==> config.mk <==
export PLATFORM = sky130hd
export DESIGN_NAME = noc_local_inject_arbiter_flat
export DESIGN_NICKNAME = d
export VERILOG_FILES = /design/src/rtl/noc_local_inject_arbiter_pkg.sv /design/src/rtl/noc_local_inject_arbiter_if.sv /design/src/rtl/noc_local_inject_arbiter_rr.sv /design/src/rtl/noc_local_inject_arbiter.sv /design/src/flat_wrapper.sv
export SDC_FILE = /design/constraint.sdc
export NUM_CORES = 1
export LEC_CHECK = 0
export ABC_CLOCK_PERIOD_IN_PS = 3700
export CAP_MARGIN = 40
export CORE_AREA = 2 2 81 141
export CTS_BUF_LIST = sky130_fd_sc_hd__clkbuf_4
export CTS_CLUSTER_SIZE = 30
export DETAILED_ROUTE_END_ITERATION = 6
export DIE_AREA = 0 0 83 143
export GPL_TIMING_DRIVEN = 0
export PLACE_DENSITY = 0.76
export SLEW_MARGIN = 30
export SYNTH_ARGS = -nofsm -noshare
export SYNTH_HDL_FRONTEND = slang
export SYNTH_SLANG_ARGS = --single-unit
==> constraint.sdc <==
create_clock -name clk -period 3.7 [get_ports clk]
set_input_delay 0.925 -clock clk [delete_from_list [all_inputs] [get_ports clk]]
set_output_delay 0.925 -clock clk [all_outputs]
set_load 0.02 [all_outputs]
==> src/rtl/noc_local_inject_arbiter_pkg.sv <==
// Shared types for the local-port inject arbiter: flit preamble layout and arbiter FSM states.
package noc_local_inject_arbiter_pkg;

    // Top two bits of every flit; head is the MSB, tail sits directly below it.
    typedef struct packed {
        logic head;
        logic tail;
    } preamble_t;

    localparam int unsigned PREAMBLE_W = $bits(preamble_t);

    typedef enum logic {
        ST_IDLE   = 1'b0,
        ST_LOCKED = 1'b1
    } arb_state_e;

endpackage

==> src/rtl/noc_local_inject_arbiter_if.sv <==
// Flit handshake bundle between the requesters, the inject arbiter and the router local input.
interface noc_local_inject_arbiter_if #(
    parameter int unsigned Width = 32,
    parameter int unsigned NReq  = 4
);
    logic [NReq-1:0][Width-1:0] req_data_in;
    logic [NReq-1:0]            req_void_in;
    logic [NReq-1:0]            req_stop_out;
    logic [Width-1:0]           data_p_out;
    logic                       data_void_out;
    logic                       stop_p_in;

    modport slave (
        input  req_data_in,
        input  req_void_in,
        input  stop_p_in,
        output req_stop_out,
        output data_p_out,
        output data_void_out
    );

    modport master (
        output req_data_in,
        output req_void_in,
        output stop_p_in,
        input  req_stop_out,
        input  data_p_out,
        input  data_void_out
    );
endinterface

==> src/rtl/noc_local_inject_arbiter_rr.sv <==
// noc_rr_arbiter: combinational round-robin pick, searching upward from ptr+1 with wrap at NReq.
module noc_rr_arbiter #(
    parameter  int unsigned NReq = 4,
    localparam int unsigned IdxW = $clog2(NReq)
) (
    input  logic [NReq-1:0] i_req,
    input  logic [IdxW-1:0] i_ptr,
    output logic [NReq-1:0] o_gnt,
    output logic [IdxW-1:0] o_idx
);

    logic            w_found;
    logic [IdxW-1:0] w_j;

    always_comb begin
        o_gnt   = '0;
        o_idx   = '0;
        w_found = 1'b0;
        w_j     = '0;
        for (int unsigned k = 1; k <= NReq; k++) begin
            w_j = IdxW'((32'(i_ptr) + k) % NReq);
            if (!w_found && i_req[w_j]) begin
                w_found    = 1'b1;
                o_gnt[w_j] = 1'b1;
                o_idx      = w_j;
            end
        end
    end

endmodule

==> src/rtl/noc_local_inject_arbiter.sv <==
// Packet-atomic round-robin arbiter sharing one router local input among NReq flit sources.
// Optional per-requester packet counters are built when NOC_INJECT_STATS_EN is defined.
module noc_local_inject_arbiter
    import noc_local_inject_arbiter_pkg::*;
#(
    parameter  int unsigned Width    = 32,
    parameter  int unsigned NReq     = 4,
    parameter  int unsigned CntWidth = 16,
    localparam int unsigned IdxW     = $clog2(NReq)
) (
    input  logic                     clk,
    input  logic                     rst,
    noc_local_inject_arbiter_if.slave bus,
    output logic [IdxW-1:0]          grant_idx_out,
    output logic                     busy_out,
    output logic [NReq*CntWidth-1:0] pkt_count_out
);

    arb_state_e      r_state, w_state_nxt;
    logic [IdxW-1:0] r_rr_ptr, w_rr_ptr_nxt;
    logic [IdxW-1:0] r_grant_idx, w_grant_idx_nxt;
    logic [Width-1:0] r_data;
    logic            r_void;

    preamble_t       w_pre [NReq];
    logic [NReq-1:0] w_head, w_tail, w_cand;
    logic [NReq-1:0] w_rr_gnt, w_gnt;
    logic [IdxW-1:0] w_rr_idx, w_sel;
    logic            w_ld_ok, w_acc;

    for (genvar i = 0; i < NReq; i++) begin : g_pre
        assign w_pre[i]  = preamble_t'(bus.req_data_in[i][Width-1 -: PREAMBLE_W]);
        assign w_head[i] = w_pre[i].head;
        assign w_tail[i] = w_pre[i].tail;
    end

    // Only non-void head flits may open a packet; stray body flits in IDLE stay stalled.
    assign w_cand  = ~bus.req_void_in & w_head;
    assign w_ld_ok = r_void || !bus.stop_p_in;

    noc_rr_arbiter #(.NReq(NReq)) u_rr (
        .i_req (w_cand),
        .i_ptr (r_rr_ptr),
        .o_gnt (w_rr_gnt),
        .o_idx (w_rr_idx)
    );

    always_ff @(posedge clk or posedge rst) begin
        if (rst) begin
            r_state     <= ST_IDLE;
            r_rr_ptr    <= IdxW'(NReq - 1);
            r_grant_idx <= '0;
        end else begin
            r_state     <= w_state_nxt;
            r_rr_ptr    <= w_rr_ptr_nxt;
            r_grant_idx <= w_grant_idx_nxt;
        end
    end

    // r_grant_idx doubles as the packet owner while LOCKED.
    always_comb begin
        w_state_nxt     = r_state;
        w_rr_ptr_nxt    = r_rr_ptr;
        w_grant_idx_nxt = r_grant_idx;
        w_gnt           = '0;
        w_sel           = r_grant_idx;
        w_acc           = 1'b0;
        case (r_state)
            ST_IDLE: begin
                w_gnt = w_rr_gnt;
                w_sel = w_rr_idx;
                if (w_ld_ok && (|w_rr_gnt)) begin
                    w_acc           = 1'b1;
                    w_grant_idx_nxt = w_rr_idx;
                    if (w_tail[w_rr_idx]) begin
                        w_rr_ptr_nxt = w_rr_idx;
                    end else begin
                        w_state_nxt = ST_LOCKED;
                    end
                end
            end
            ST_LOCKED: begin
                w_gnt[r_grant_idx] = 1'b1;
                if (w_ld_ok && !bus.req_void_in[r_grant_idx]) begin
                    w_acc = 1'b1;
                    if (w_tail[r_grant_idx]) begin
                        w_state_nxt  = ST_IDLE;
                        w_rr_ptr_nxt = r_grant_idx;
                    end
                end
            end
            default: w_state_nxt = ST_IDLE;
        endcase
    end

    // Output stage: load on accept, void when draining with nothing new, hold under stop.
    always_ff @(posedge clk or posedge rst) begin
        if (rst) begin
            r_void <= 1'b1;
            r_data <= '0;
        end else if (w_ld_ok) begin
            if (w_acc) begin
                r_data <= bus.req_data_in[w_sel];
                r_void <= 1'b0;
            end else begin
                r_void <= 1'b1;
            end
        end
    end

    assign bus.req_stop_out  = {NReq{rst}} | ~({NReq{w_ld_ok}} & w_gnt);
    assign bus.data_p_out    = r_data;
    assign bus.data_void_out = r_void;
    assign grant_idx_out     = r_grant_idx;
    assign busy_out          = (r_state == ST_LOCKED);

`ifdef NOC_INJECT_STATS_EN
    logic [NReq-1:0][CntWidth-1:0] r_cnt;

    // Saturating count of accepted tail flits per requester.
    always_ff @(posedge clk or posedge rst) begin
        if (rst) begin
            r_cnt <= '0;
        end else begin
            for (int i = 0; i < NReq; i++) begin
                if (w_acc && (w_sel == IdxW'(i)) && w_tail[i] && (r_cnt[i] != '1)) begin
                    r_cnt[i] <= r_cnt[i] + CntWidth'(1);
                end
            end
        end
    end

    assign pkt_count_out = r_cnt;
`else
    assign pkt_count_out = '0;
`endif

endmodule
==> src/flat_wrapper.sv <==
// flat-port wrapper written by rule: the top's interface ports become plain ports
module noc_local_inject_arbiter_flat import noc_local_inject_arbiter_pkg::*;
#(
    parameter  int unsigned Width    = 32,
    parameter  int unsigned NReq     = 4,
    parameter  int unsigned CntWidth = 16,
    localparam int unsigned IdxW     = $clog2(NReq)
)
  (clk, rst, grant_idx_out, busy_out, pkt_count_out, bus_req_data_in, bus_req_void_in, bus_stop_p_in, bus_req_stop_out, bus_data_p_out, bus_data_void_out);
  noc_local_inject_arbiter_if #(.Width(Width), .NReq(NReq)) bus_i ();
  input  logic clk;
  input  logic rst;
  output logic [IdxW-1:0] grant_idx_out;
  output logic busy_out;
  output logic [NReq*CntWidth-1:0] pkt_count_out;
  input wire logic [$bits(bus_i.req_data_in)-1:0] bus_req_data_in;
  input wire logic [$bits(bus_i.req_void_in)-1:0] bus_req_void_in;
  input wire logic [$bits(bus_i.stop_p_in)-1:0] bus_stop_p_in;
  output wire logic [$bits(bus_i.req_stop_out)-1:0] bus_req_stop_out;
  output wire logic [$bits(bus_i.data_p_out)-1:0] bus_data_p_out;
  output wire logic [$bits(bus_i.data_void_out)-1:0] bus_data_void_out;
  assign bus_i.req_data_in = bus_req_data_in;
  assign bus_i.req_void_in = bus_req_void_in;
  assign bus_i.stop_p_in = bus_stop_p_in;
  assign bus_req_stop_out = bus_i.req_stop_out;
  assign bus_data_p_out = bus_i.data_p_out;
  assign bus_data_void_out = bus_i.data_void_out;
  noc_local_inject_arbiter #(.Width(Width), .NReq(NReq), .CntWidth(CntWidth)) u_core (.clk(clk), .rst(rst), .bus(bus_i), .grant_idx_out(grant_idx_out), .busy_out(busy_out), .pkt_count_out(pkt_count_out));
endmodule
==> metrics.md, run 1 <==
| Metric | Value |
|---|---|
| Largest net degree at the start of global routing | `27` |
| Initial core utilization | `33.16%` |
| Leak | `2.713 nW` |
| Filler cell count | `921` |
| Input/output buffers | `174` |
| Root Buffer | `clkbuf_4` |
| Max incr delay on CP | `590 ps` |
| Drt pass-1 iters | `4` |
| Register-to-register setup slack | `120 ps` |
| Worst r2r dst | `u_core.bus.data_p_out[8]` |
| Worst-path cell chain | `inv_2, buf_6, ha_4, or4b_4, o31ai_4, buf_4, or2_2, a221o_1, a211oi_2, o21ai_1, nand2_1, buf_6` |
| Routed len/inst | `17.70 um` |
| R2R Path Start | `u_core.r_rr_ptr[0]` |
| Worst hold slack | `507.8 ps` |
| First-pass GRT wire length | `18800 um` |
| Flop pwr share | `16.1%` |
| Layout Skew | `5.274 ps` |
| Post-synth EDFFs | `0` |
| CORE AREA | `0.01070 mm^2` |
| CP max FO | `3` |
| Hold depth | `1` |
| VDD IR-drop max | `0.4101 mV` |
| DRT iter0 DRCs | `125` |
| Slew @ Worst Pin | `605.3 ps` |
| Yosys reg bits | `38` |
| Final antenna-violating net count | `0` |
| Die W | `83 um` |
| Worst Path Arrival | `2950 ps` |
| Compound-Gate Fraction of Synth Area | `7.725%` |
| Simple-gate area share of the yosys netlist | `10.19%` |
| Most used cell, CP | `buf_6` |
| Failing checks | `negative setup slack` |
| Final hold vios | `0` |
| Setup Crit Path Kind | `flip-flop to output port` |
| Vias | `3519` |
| Pwr dens | `789.6 mW/mm^2` |
| Chip Height | `143 um` |
| Worst-case reg-to-reg path depth | `13` |
| Sw Ratio | `40.68%` |
| Sequential area share after synthesis | `26.91%` |
| Worst hold endpoint | `u_core.bus.data_p_out[30]` |
| Combinational share of power | `79.6%` |
| Cell Int Power | `2.900 mW` |
| All-Layer GR Usage | `20.10%` |
| Clk buf depth | `2` |
| Cells after Synth | `310` |
| CTS tree | `built` |
| Post-synth top area cell | `dfrtp_1` |
| Slowest CP cell | `dfstp_2` |
| Top post-synthesis cells by count | `buf_4 (67), dfrtp_1 (35), mux4_2 (34)` |
| Top-count cell post-synth | `buf_4` |
| Max H-tree Level | `2` |
| Critical hold path startpoint | `u_core.bus.data_p_out[30]` |
| Fin cells | `719` |
| Clock share of power | `4.3%` |
| Area contributors post-synth | `dfrtp_1 (25%), mux4_2 (22%), buf_4 (14%)` |
| Detailed Place HPWL | `10040 um` |
| Setup violators final | `4` |
| Crit end category | `output port` |
| Die area | `0.01187 mm^2` |
| Initial antenna violation count | `1` |
| Vias in the first global route | `3589` |
| Period minus WS final | `3874 ps` |
| Achievable Freq | `258.1 MHz` |
| Post-CTS Hold Fix Bufs | `0` |
| Async SR Flop Fraction | `100.0%` |
| Dominant synthesized flop cell | `dfrtp_1` |
| Synth-to-Final Area Change | `74.53%` |
| Area share of the largest cell type after synthesis | `24.69%` |
| Worst EP required | `2770 ps` |
| Status | `finished, violations left` |
| WL final | `12730 um` |
| Distinct cell type count after synthesis | `49` |
| Startpoint types | `flip-flop` |
| Ys Warns | `0` |
| DRC | `0` |
| Final setup margin | `-174.0 ps` |
| RSZ-0062 raised after global routing | `yes` |
| Maxcap violations | `0` |
| Net switching power | `1.989 mW` |
| Layout cell share with drive strength beyond 1 | `36.56%` |
| Period utilisation layout | `104.7%` |
| Main combinational cell family by area after synthesis | `multiplexers` |
| Total grt overflow | `0` |
| Final instance area | `0.006191 mm^2` |
| Placed instance area | `0.005708 mm^2` |
| GP Congestion | `0.8491` |
| Slew Viols, Final | `0` |
| Rel. slew slack | `59.33%` |
| Synth Area in XOR/XNOR | `0%` |
| Post-Syn Area | `0.003547 mm^2` |
| Post-Synth Adder-Cell Area | `2.822%` |
| Fin nets | `730` |
| Mean Syn Cell Area | `11.44 um^2` |
| Hold crit path type | `flip-flop to flip-flop` |
| Num ports | `239` |
| Mux cell area share after synthesis | `34.22%` |
| Final core utilization | `57.87%` |
| Clock transition at the registers of the reported paths | `110 ps` |
| Later-pin clock latency in the skew report | `350 ps` |
| Clock sink count | `38` |
| Vias per cell | `4.894` |
| Dpl cells | `678` |
| Row cnt | `50` |
| CTS Buf Count | `5` |
## power groups by stage
stage / Combinational (mW) / Clock, mW / Sequential, mW
2_1_floorplan: 2.06 / 0 / 1.04
3_5_place_dp: 3.34 / 0 / 0.812
3_3_place_gp: 3.28 / 0 / 0.802
4_1_cts: 3.63 / 0.226 / 0.783
5_1_grt: 4.14 / 0.243 / 0.809
6_report: 3.89 / 0.211 / 0.785
## worst max-delay path by stage
stage / from / to
6_report: u_core.r_rr_ptr[0] / bus_req_stop_out[3]
5_1_grt: bus_req_void_in[1] / bus_req_stop_out[1]
4_1_cts: u_core.r_rr_ptr[0] / bus_req_stop_out[3]
3_5_place_dp: bus_req_data_in[63] / bus_req_stop_out[0]
3_3_place_gp: bus_req_data_in[63] / bus_req_stop_out[0]
2_1_floorplan: u_core.r_rr_ptr[0] / bus_req_stop_out[3]
## what timing repair did
action,4_1_cts,5_1_grt
pin swaps,16,10
gates cloned,0,2
endpoints found under the setup margin,37,37
hold endpoints to repair,0,0
buffers inserted,25,9
gates resized for setup,56,16
## cell usage in the layout, fill, tap and decap left out, types with 6 or more instances in the layout
master / Yosys / final
buf_4: 67 / 98
clkdlybuf4s50_1: 0 / 162
conb_1: 1 / 64
dfrtp_1: 35 / 35
dlygate4sd2_1: 0 / 8
ha_1: 8 / 7
mux2_2: 33 / 32
mux4_2: 34 / 34
nand2_1: 11 / 10
nand3_1: 11 / 11
nor2_1: 7 / 7
nor3_1: 8 / 7
o211ai_1: 6 / 6
## sequential cells by signal, indices dropped and copies added (netlist names)
signal / cells
u_core.bus.data_p_out: 32
u_core.busy_out: 1
u_core.r_rr_ptr: 2
u_core.bus.data_void_out: 1
u_core.grant_idx_out: 2
## worst max-delay path, delay by kind of cell (launching register included)
kind | cells | cell delay, ps
buf+inv | 4 | 430
flops | 1 | 590
simple gates | 3 | 520
compound gates | 4 | 810
fa+ha+maj | 1 | 270
## cell type report
cell class / count / area, um^2 / share of cell area, %
Antenna cell: 1 / 2.502 / 0.04042
Buffer: 80 / 621.8 / 10.04
Clock buffer: 5 / 37.54 / 0.6063
Clock inverter: 3 / 16.27 / 0.2627
Inverter: 5 / 21.27 / 0.3436
Multi-Input combinational cell: 248 / 2316 / 37.41
Sequential cell: 38 / 954.7 / 15.42
Tap cell: 130 / 162.7 / 2.627
Timing Repair Buffer: 209 / 2058 / 33.25
## cells by family (layout without fill, tap and decap cells)
family	count (synthesis)	after routing
simple gates	65	65
compound gates	38	38
other cells	1	65
buf+inv	87	302
fa+ha+maj	8	8
flops	38	38
mux	73	73
## through the flow
step / setup TNS [ps] / setup WS [ps] / total power, mW
3_3_place_gp: -21990 / -962.8 / 4.079
3_5_place_dp: -23520 / -1019 / 4.149
4_1_cts: -851.8 / -253.3 / 4.642
5_1_grt: -1690 / -294.1 / 5.197
6_report: -491.0 / -174.0 / 4.888
2_1_floorplan: 0 / 10.07 / 3.101
## routing by layer
metal  GRT usage, %  up-vias  wire length (um)
met3          4.566       27              1101
met1          19.00     1667              3855
met2          41.13      227              7381
li1               -     1598                 -
met5              0        -                 0
met4          7.161        0               388
No activity file was read; power rests on OpenSTA's default activity.
==> run 2, diff against run 1 <==
ABC_CLOCK_PERIOD_IN_PS = 4700   (was 3700)
CORE_AREA = 2 2 116 84   (was 2 2 81 141)
DIE_AREA = 0 0 118 86   (was 0 0 83 143)
PLACE_DENSITY = 0.86   (was 0.76)
clock period = 4.7 ns   (was 3.7 ns; I/O delays follow)
==> metrics.md, run 2 (synthesis results as in run 1) <==
| Metric | Value |
|---|---|
| Status | `finished, final reports clean (was finished, violations left)` |
| Startpoint types | `input pin (was flip-flop)` |
| GP Congestion | `0.9174 (was 0.8491)` |
| Vias per cell | `4.870 (was 4.894)` |
| Multi-input logic area | `0.002276 mm^2 (was 0.002316 mm^2)` |
| Clock sink count | `38 (unchanged)` |
| CTS Buf Count | `5 (unchanged)` |
| Crit end category | `output port (unchanged)` |
| Pwr dens | `614.5 mW/mm^2 (was 789.6 mW/mm^2)` |
| Slew @ Worst Pin | `597.1 ps (was 605.3 ps)` |
| Crit path max-delay family | `buffers and inverters (was compound AO/OA/AOI/OAI gates)` |
| Die area | `0.01015 mm^2 (was 0.01187 mm^2)` |
| Hold depth | `1 (unchanged)` |
| Chip Height | `86 um (was 143 um)` |
| Detailed Place HPWL | `9832 um (was 10040 um)` |
| Period minus WS final | `4616 ps` |
| Critical hold path startpoint | `u_core.bus.data_p_out[30] (unchanged)` |
| CP max FO | `6 (was 3)` |
| Filler cell count | `681 (was 921)` |
| Hold crit path type | `flip-flop to flip-flop (unchanged)` |
| Register-to-register setup slack | `600 ps (was 120 ps)` |
| First-pass GRT wire length | `18100 um (was 18800 um)` |
| Fin nets | `710 (was 730)` |
| Period utilisation layout | `98.22%` |
| All-Layer GR Usage | `22.64% (was 20.10%)` |
| Later-pin clock latency in the skew report | `360 ps (was 350 ps)` |
| Clock share of power | `8.0% (was 4.3%)` |
| Achievable Freq | `216.6 MHz` |
| Row cnt | `29 (was 50)` |
| Critical Path Stages | `10 (was 12)` |
| Input/output buffers | `174 (unchanged)` |
| Worst Path Arrival | `3440 ps (was 2950 ps)` |
| Total grt overflow | `0 (unchanged)` |
| Num ports | `239 (unchanged)` |
| Maxcap violations | `0 (unchanged)` |
| Worst r2r dst | `u_core.bus.data_p_out[23] (was u_core.bus.data_p_out[8])` |
| Leak | `2.592 nW (was 2.713 nW)` |
| Critical path buffers and inverters | `3 (was 4)` |
| Net switching power | `1.496 mW (was 1.989 mW)` |
| Largest register FFs | `32 (unchanged)` |
| Max H-tree Level | `2 (unchanged)` |
| Routed len/inst | `17.64 um (was 17.70 um)` |
| R2R Path Start | `u_core.r_rr_ptr[0] (unchanged)` |
| Clk buf depth | `2 (unchanged)` |
| Max incr delay on CP | `520 ps (was 590 ps)` |
| Drt pass-1 iters | `4 (unchanged)` |
| Worst-case reg-to-reg path depth | `14 (was 13)` |
| Initial core utilization | `39.58% (was 33.16%)` |
| Final core utilization | `66.76% (was 57.87%)` |
| Rel. slew slack | `60.20% (was 59.33%)` |
| Worst EP required | `3520 ps (was 2770 ps)` |
| Layout Skew | `18.31 ps (was 5.274 ps)` |
| Cell Int Power | `2.181 mW (was 2.900 mW)` |
| Final hold vios | `0 (unchanged)` |
| Layout cell share with drive strength beyond 1 | `32.92% (was 36.56%)` |
| Most frequent cells in the layout | `clkdlybuf4s50_1 (168), buf_4 (80), conb_1 (64), dfrtp_1 (35), mux4_2 (34) (was clkdlybuf4s50_1 (162), buf_4 (98), conb_1 (64), dfrtp_1 (35), mux4_2 (34))` |
| Final instance area | `0.005983 mm^2 (was 0.006191 mm^2)` |
| Clock transition at the registers of the reported paths | `130 ps (was 110 ps)` |
| Post-CTS Hold Fix Bufs | `0 (unchanged)` |
| Final antenna-violating net count | `0 (unchanged)` |
| Slowest CP cell | `mux4_2 (was dfstp_2)` |
| Largest net degree at the start of global routing | `26 (was 27)` |
| Commonest non-fill, non-tap cell in the layout | `clkdlybuf4s50_1 (unchanged)` |
| Worst hold endpoint | `u_core.bus.data_p_out[30] (unchanged)` |
| Sw Ratio | `40.69% (was 40.68%)` |
| Flop pwr share | `16.8% (was 16.1%)` |
| VDD IR-drop max | `0.2691 mV (was 0.4101 mV)` |
| DRC | `0 (unchanged)` |
| Antenna Diode Count | `0 (was 1)` |
| DRT iter0 DRCs | `172 (was 125)` |
| Initial antenna violation count | `0 (was 1)` |
| Vias | `3370 (was 3519)` |
| Register area | `954.7 um^2 (unchanged)` |
| Setup Crit Path Kind | `input pin to output port (was flip-flop to output port)` |
| Vias in the first global route | `3325 (was 3589)` |
| Synth-to-Final Area Change | `68.68% (was 74.53%)` |
| Die W | `118 um (was 83 um)` |
| Combinational share of power | `75.2% (was 79.6%)` |
| Placed instance area | `0.005700 mm^2 (was 0.005708 mm^2)` |
| CORE AREA | `0.008962 mm^2 (was 0.01070 mm^2)` |
| Pwr Total | `3.677 mW (was 4.888 mW)` |
| Root Buffer | `clkbuf_4 (unchanged)` |
| CTS tree | `built (unchanged)` |
| Setup violators final | `0 (was 4)` |
| WL final | `12210 um (was 12730 um)` |
| Worst-path cell chain | `clkdlybuf4s50_1, nand2b_2, mux4_2, nor3_4, buf_6, a221o_1, a211oi_2, o21ai_1, nand2_1, buf_4 (was inv_2, buf_6, ha_4, or4b_4, o31ai_4, buf_4, or2_2, a221o_1, a211oi_2, o21ai_1, nand2_1, buf_6)` |
| Slew Viols, Final | `0 (unchanged)` |
==> run 2: changes by cell type in the layout (fill, tap and decap cells not counted), moves of 2 or more <==
cell             change
bufinv_16            +2
buf_4               -18
dlygate4sd2_1        -8
dlymetal6s2s_1       +2
nand2b_4             -2
clkbuf_2             -3
clkdlybuf4s50_1      +6
clkbuf_1             +5
clkbuf_16            -2
==> run 2: layer usage <==
| layer | global-route usage (%) | vias to the layer above | share of wire [%] |
|---|---|---|---|
| met5 | 0 | - | 0 |
| met4 | 5.038 | 0 | 1.4 |
| met3 | 5.253 | 14 | 7.2 |
| met2 | 39.53 | 156 | 51 |
| met1 | 28.96 | 1644 | 41 |
| li1 | - | 1556 | - |
==> run 2: final cells by class <==
type | count | area share (%)
multi-input cells | 248 | 38.04
flip-flops and latches | 38 | 15.96
clock inverters | 3 | 1.150
plain buffers | 82 | 10.48
inverters | 5 | 0.3137
well taps | 124 | 2.593
clock buffers | 5 | 0.6274
repair buffers | 187 | 30.84
==> run 2: repair_timing <==
action / 4_1_cts / 5_1_grt
pin swaps: 5 / 5
endpoints found under the setup margin: 4 / 4
resized for setup: 25 / 17
hold endpoints to repair: 0 / 0
buffers inserted: 6 / 6
==> run 2: how the worst max path moves through the flow <==
stage	slack, ps	end	from
after floorplan	490	bus_req_stop_out[0]	bus_req_data_in[63]
after global placement	-640	bus_req_stop_out[0]	bus_req_data_in[63]
after detailed placement	-660	bus_req_stop_out[0]	bus_req_data_in[63]
after CTS	30	bus_req_stop_out[2]	bus_req_data_in[63]
after global routing	-10	bus_req_stop_out[0]	bus_req_data_in[31]
final	80	bus_req_stop_out[3]	bus_req_void_in[3]
==> run 2: per-stage QoR <==
step | setup TNS (ps) | std cells | setup slack, ps | hold slack [ps]
2_1_floorplan | 0 | 373 | 486.1 | 614.0
3_3_place_gp | -2152 | 671 | -640.4 | 479.7
3_5_place_dp | -2145 | 672 | -656.2 | 480.9
4_1_cts | 0 | 686 | 25.49 | 515.5
5_1_grt | -13.78 | 692 | -13.78 | 537.4
6_report | 0 | 692 | 83.78 | 508.5
==> run 2: power by group through the flow <==
stage          logic [mW]  clock network [mW]  registers, mW
2_1_floorplan        1.62                   0          0.816
6_report             2.76               0.296          0.616
4_1_cts              2.72               0.297          0.615
3_5_place_dp         2.61                   0          0.640
3_3_place_gp         2.57                   0          0.628
5_1_grt              2.94               0.312          0.635
==> run 3, diff against run 2 <==
CORE_AREA = 2 2 98 100   (was 2 2 116 84)
CTS_CLUSTER_SIZE = 16   (was 30)
DIE_AREA = 0 0 100 102   (was 0 0 118 86)
PLACE_DENSITY = 0.85   (was 0.86)
==> metrics.md, run 3 (synthesis results as in run 1) <==
| Metric | Value |
|---|---|
| Status | `finished, final reports clean (unchanged)` |
| Final antenna-violating net count | `0 (unchanged)` |
| Final hold vios | `0 (unchanged)` |
| DRT iter0 DRCs | `223 (was 172)` |
| Root Buffer | `clkbuf_4 (unchanged)` |
| CORE AREA | `0.009109 mm^2 (was 0.008962 mm^2)` |
| Antenna Diode Count | `0 (unchanged)` |
| Placed instance area | `0.005684 mm^2 (was 0.005700 mm^2)` |
| Post-CTS Hold Fix Bufs | `0 (unchanged)` |
| Initial antenna violation count | `0 (unchanged)` |
| Die area | `0.01020 mm^2 (was 0.01015 mm^2)` |
| Rel. slew slack | `56.85% (was 60.20%)` |
| Startpoint types | `input pin (unchanged)` |
| Total grt overflow | `0 (unchanged)` |
| Clock share of power | `5.1% (was 8.0%)` |
| CTS Buf Count | `5 (unchanged)` |
| Vias | `3342 (was 3370)` |
| Slew @ Worst Pin | `647.2 ps (was 597.1 ps)` |
| Die W | `100 um (was 118 um)` |
| Fin cells | `671 (was 692)` |
| Net switching power | `1.478 mW (was 1.496 mW)` |
| Worst EP required | `3520 ps (about the same)` |
| Vias in the first global route | `3372 (was 3325)` |
| Chip Height | `102 um (was 86 um)` |
| CP max FO | `5 (was 6)` |
| Max H-tree Level | `2 (unchanged)` |
| Initial core utilization | `38.94% (was 39.58%)` |
| Flop pwr share | `17.5% (was 16.8%)` |
| Layout Skew | `20.54 ps (was 18.31 ps)` |
| Clk buf depth | `2 (unchanged)` |
| Slew Viols, Final | `0 (unchanged)` |
| Period utilisation layout | `96.98% (was 98.22%)` |
| Row cnt | `35 (was 29)` |
| Pwr dens | `601.7 mW/mm^2 (was 614.5 mW/mm^2)` |
| DRC | `0 (unchanged)` |
| Dpl cells | `659 (was 672)` |
| RSZ-0062 raised after global routing | `no` |
| Commonest non-fill, non-tap cell in the layout | `clkdlybuf4s50_1 (unchanged)` |
| Leak | `2.511 nW (was 2.592 nW)` |
| Maxcap violations | `0 (unchanged)` |
| Detailed Place HPWL | `9950 um (was 9832 um)` |
| Drt pass-1 iters | `4 (unchanged)` |
| Setup violators final | `0 (unchanged)` |
| Routed len/inst | `17.96 um (was 17.64 um)` |
| Sw Ratio | `42.19% (was 40.69%)` |
| Worst Path Arrival | `3380 ps (was 3440 ps)` |
| Input/output buffers | `174 (unchanged)` |
| Setup TNS | `0 ps (unchanged)` |
| Clock transition at the registers of the reported paths | `140 ps (was 130 ps)` |
| Combinational share of power | `77.4% (was 75.2%)` |
| WL final | `12050 um (was 12210 um)` |
| Hold crit path type | `flip-flop to flip-flop (unchanged)` |
| Later-pin clock latency in the skew report | `360 ps (about the same)` |
| Crit end category | `output port (unchanged)` |
| Achievable Freq | `219.4 MHz (was 216.6 MHz)` |
| GP Congestion | `0.9588 (was 0.9174)` |
| Period minus WS final | `4558 ps (was 4616 ps)` |
| Final core utilization | `63.94% (was 66.76%)` |
| Final instance area | `0.005824 mm^2 (was 0.005983 mm^2)` |
| Layout cell share with drive strength beyond 1 | `31.61% (was 32.92%)` |
| Largest register FFs | `32 (unchanged)` |
| CTS tree | `built (unchanged)` |
| All-Layer GR Usage | `22.18% (was 22.64%)` |
| Synth-to-Final Area Change | `64.20% (was 68.68%)` |
| First-pass GRT wire length | `17490 um (was 18100 um)` |
| Num ports | `239 (unchanged)` |
| Setup Crit Path Kind | `input pin to output port (unchanged)` |
| Vias per cell | `4.981 (was 4.870)` |
| Most frequent cells in the layout | `clkdlybuf4s50_1 (168), buf_4 (71), conb_1 (64), dfrtp_1 (35), mux4_2 (34) (was clkdlybuf4s50_1 (168), buf_4 (80), conb_1 (64), dfrtp_1 (35), mux4_2 (34))` |
| Largest net degree at the start of global routing | `29 (was 26)` |
| Pwr Total | `3.504 mW (was 3.677 mW)` |
| Cell Int Power | `2.026 mW (was 2.181 mW)` |
| Fin nets | `702 (was 710)` |
| VDD IR-drop max | `0.2743 mV (was 0.2691 mV)` |
| Clock sink count | `38 (unchanged)` |
run 3: what timing repair did:
item                       in CTS  in global routing
gates resized for setup        26                 11
setup endpoints to repair       4                  4
pin swaps                       4                  5
setup buffers                   4                  0
run 3: final cells by class:
type	count	area, um^2
repair buffers	179	1783
flip-flops and latches	38	954.7
multi-input cells	248	2255
clock inverters	3	16.27
clock buffers	5	37.54
well taps	111	138.9
inverters	5	18.77
fillers	732	3284
plain buffers	82	620.6
run 3: layer usage:
layer / up-vias / track usage (%) / share of wire (%)
met3: 10 / 6.088 / 8.6
met5: - / 0 / 0
li1: 1535 / - / -
met4: 0 / 6.322 / 1.3
met2: 145 / 40.44 / 53
met1: 1652 / 25.66 / 37
run 3: power groups by stage:
stage	clock [mW]	sequential, mW	combinational (mW)
after global placement	0	0.629	2.57
after global routing	0.194	0.634	2.90
after floorplan	0	0.816	1.62
final	0.177	0.615	2.71
after CTS	0.182	0.614	2.72
after detailed placement	0	0.638	2.63
run 3: critical path, cell delays in order:
cell and delay [ps]:
clkdlybuf4s50_1 450, nand2b_1 250, mux4_2 550, nor3_4 250, a221o_1 240, a211oi_2 60, o21ai_1 170, nand2_1 70
buf_2 170
run 3: path summary, 6_finish.rpt:
kind / startpoint / endpoint / slack, ps / depth (start not counted)
hold / removal: u_core.bus.data_p_out[30] / u_core.bus.data_p_out[30] / 510 / 1
max in group asynchronous: rst / u_core.bus.data_void_out / 3120 / 3
setup / recovery: bus_req_void_in[0] / bus_req_stop_out[3] / 140 / 9
hold reg to reg: u_core.bus.data_p_out[30] / u_core.bus.data_p_out[30] / 510 / 1
setup reg to reg: u_core.r_rr_ptr[0] / u_core.bus.data_p_out[8] / 580 / 13
min in group asynchronous: rst / u_core.grant_idx_out[0] / 1090 / 2
run 3: stage by stage:
stage                     hold WS, ps  worst slack [ps]
after floorplan                 614.0             486.1
after global placement          475.9            -620.6
after detailed placement        481.5            -593.4
after CTS                       513.4             41.51
after global routing            531.8             13.65
final                           512.7             141.9
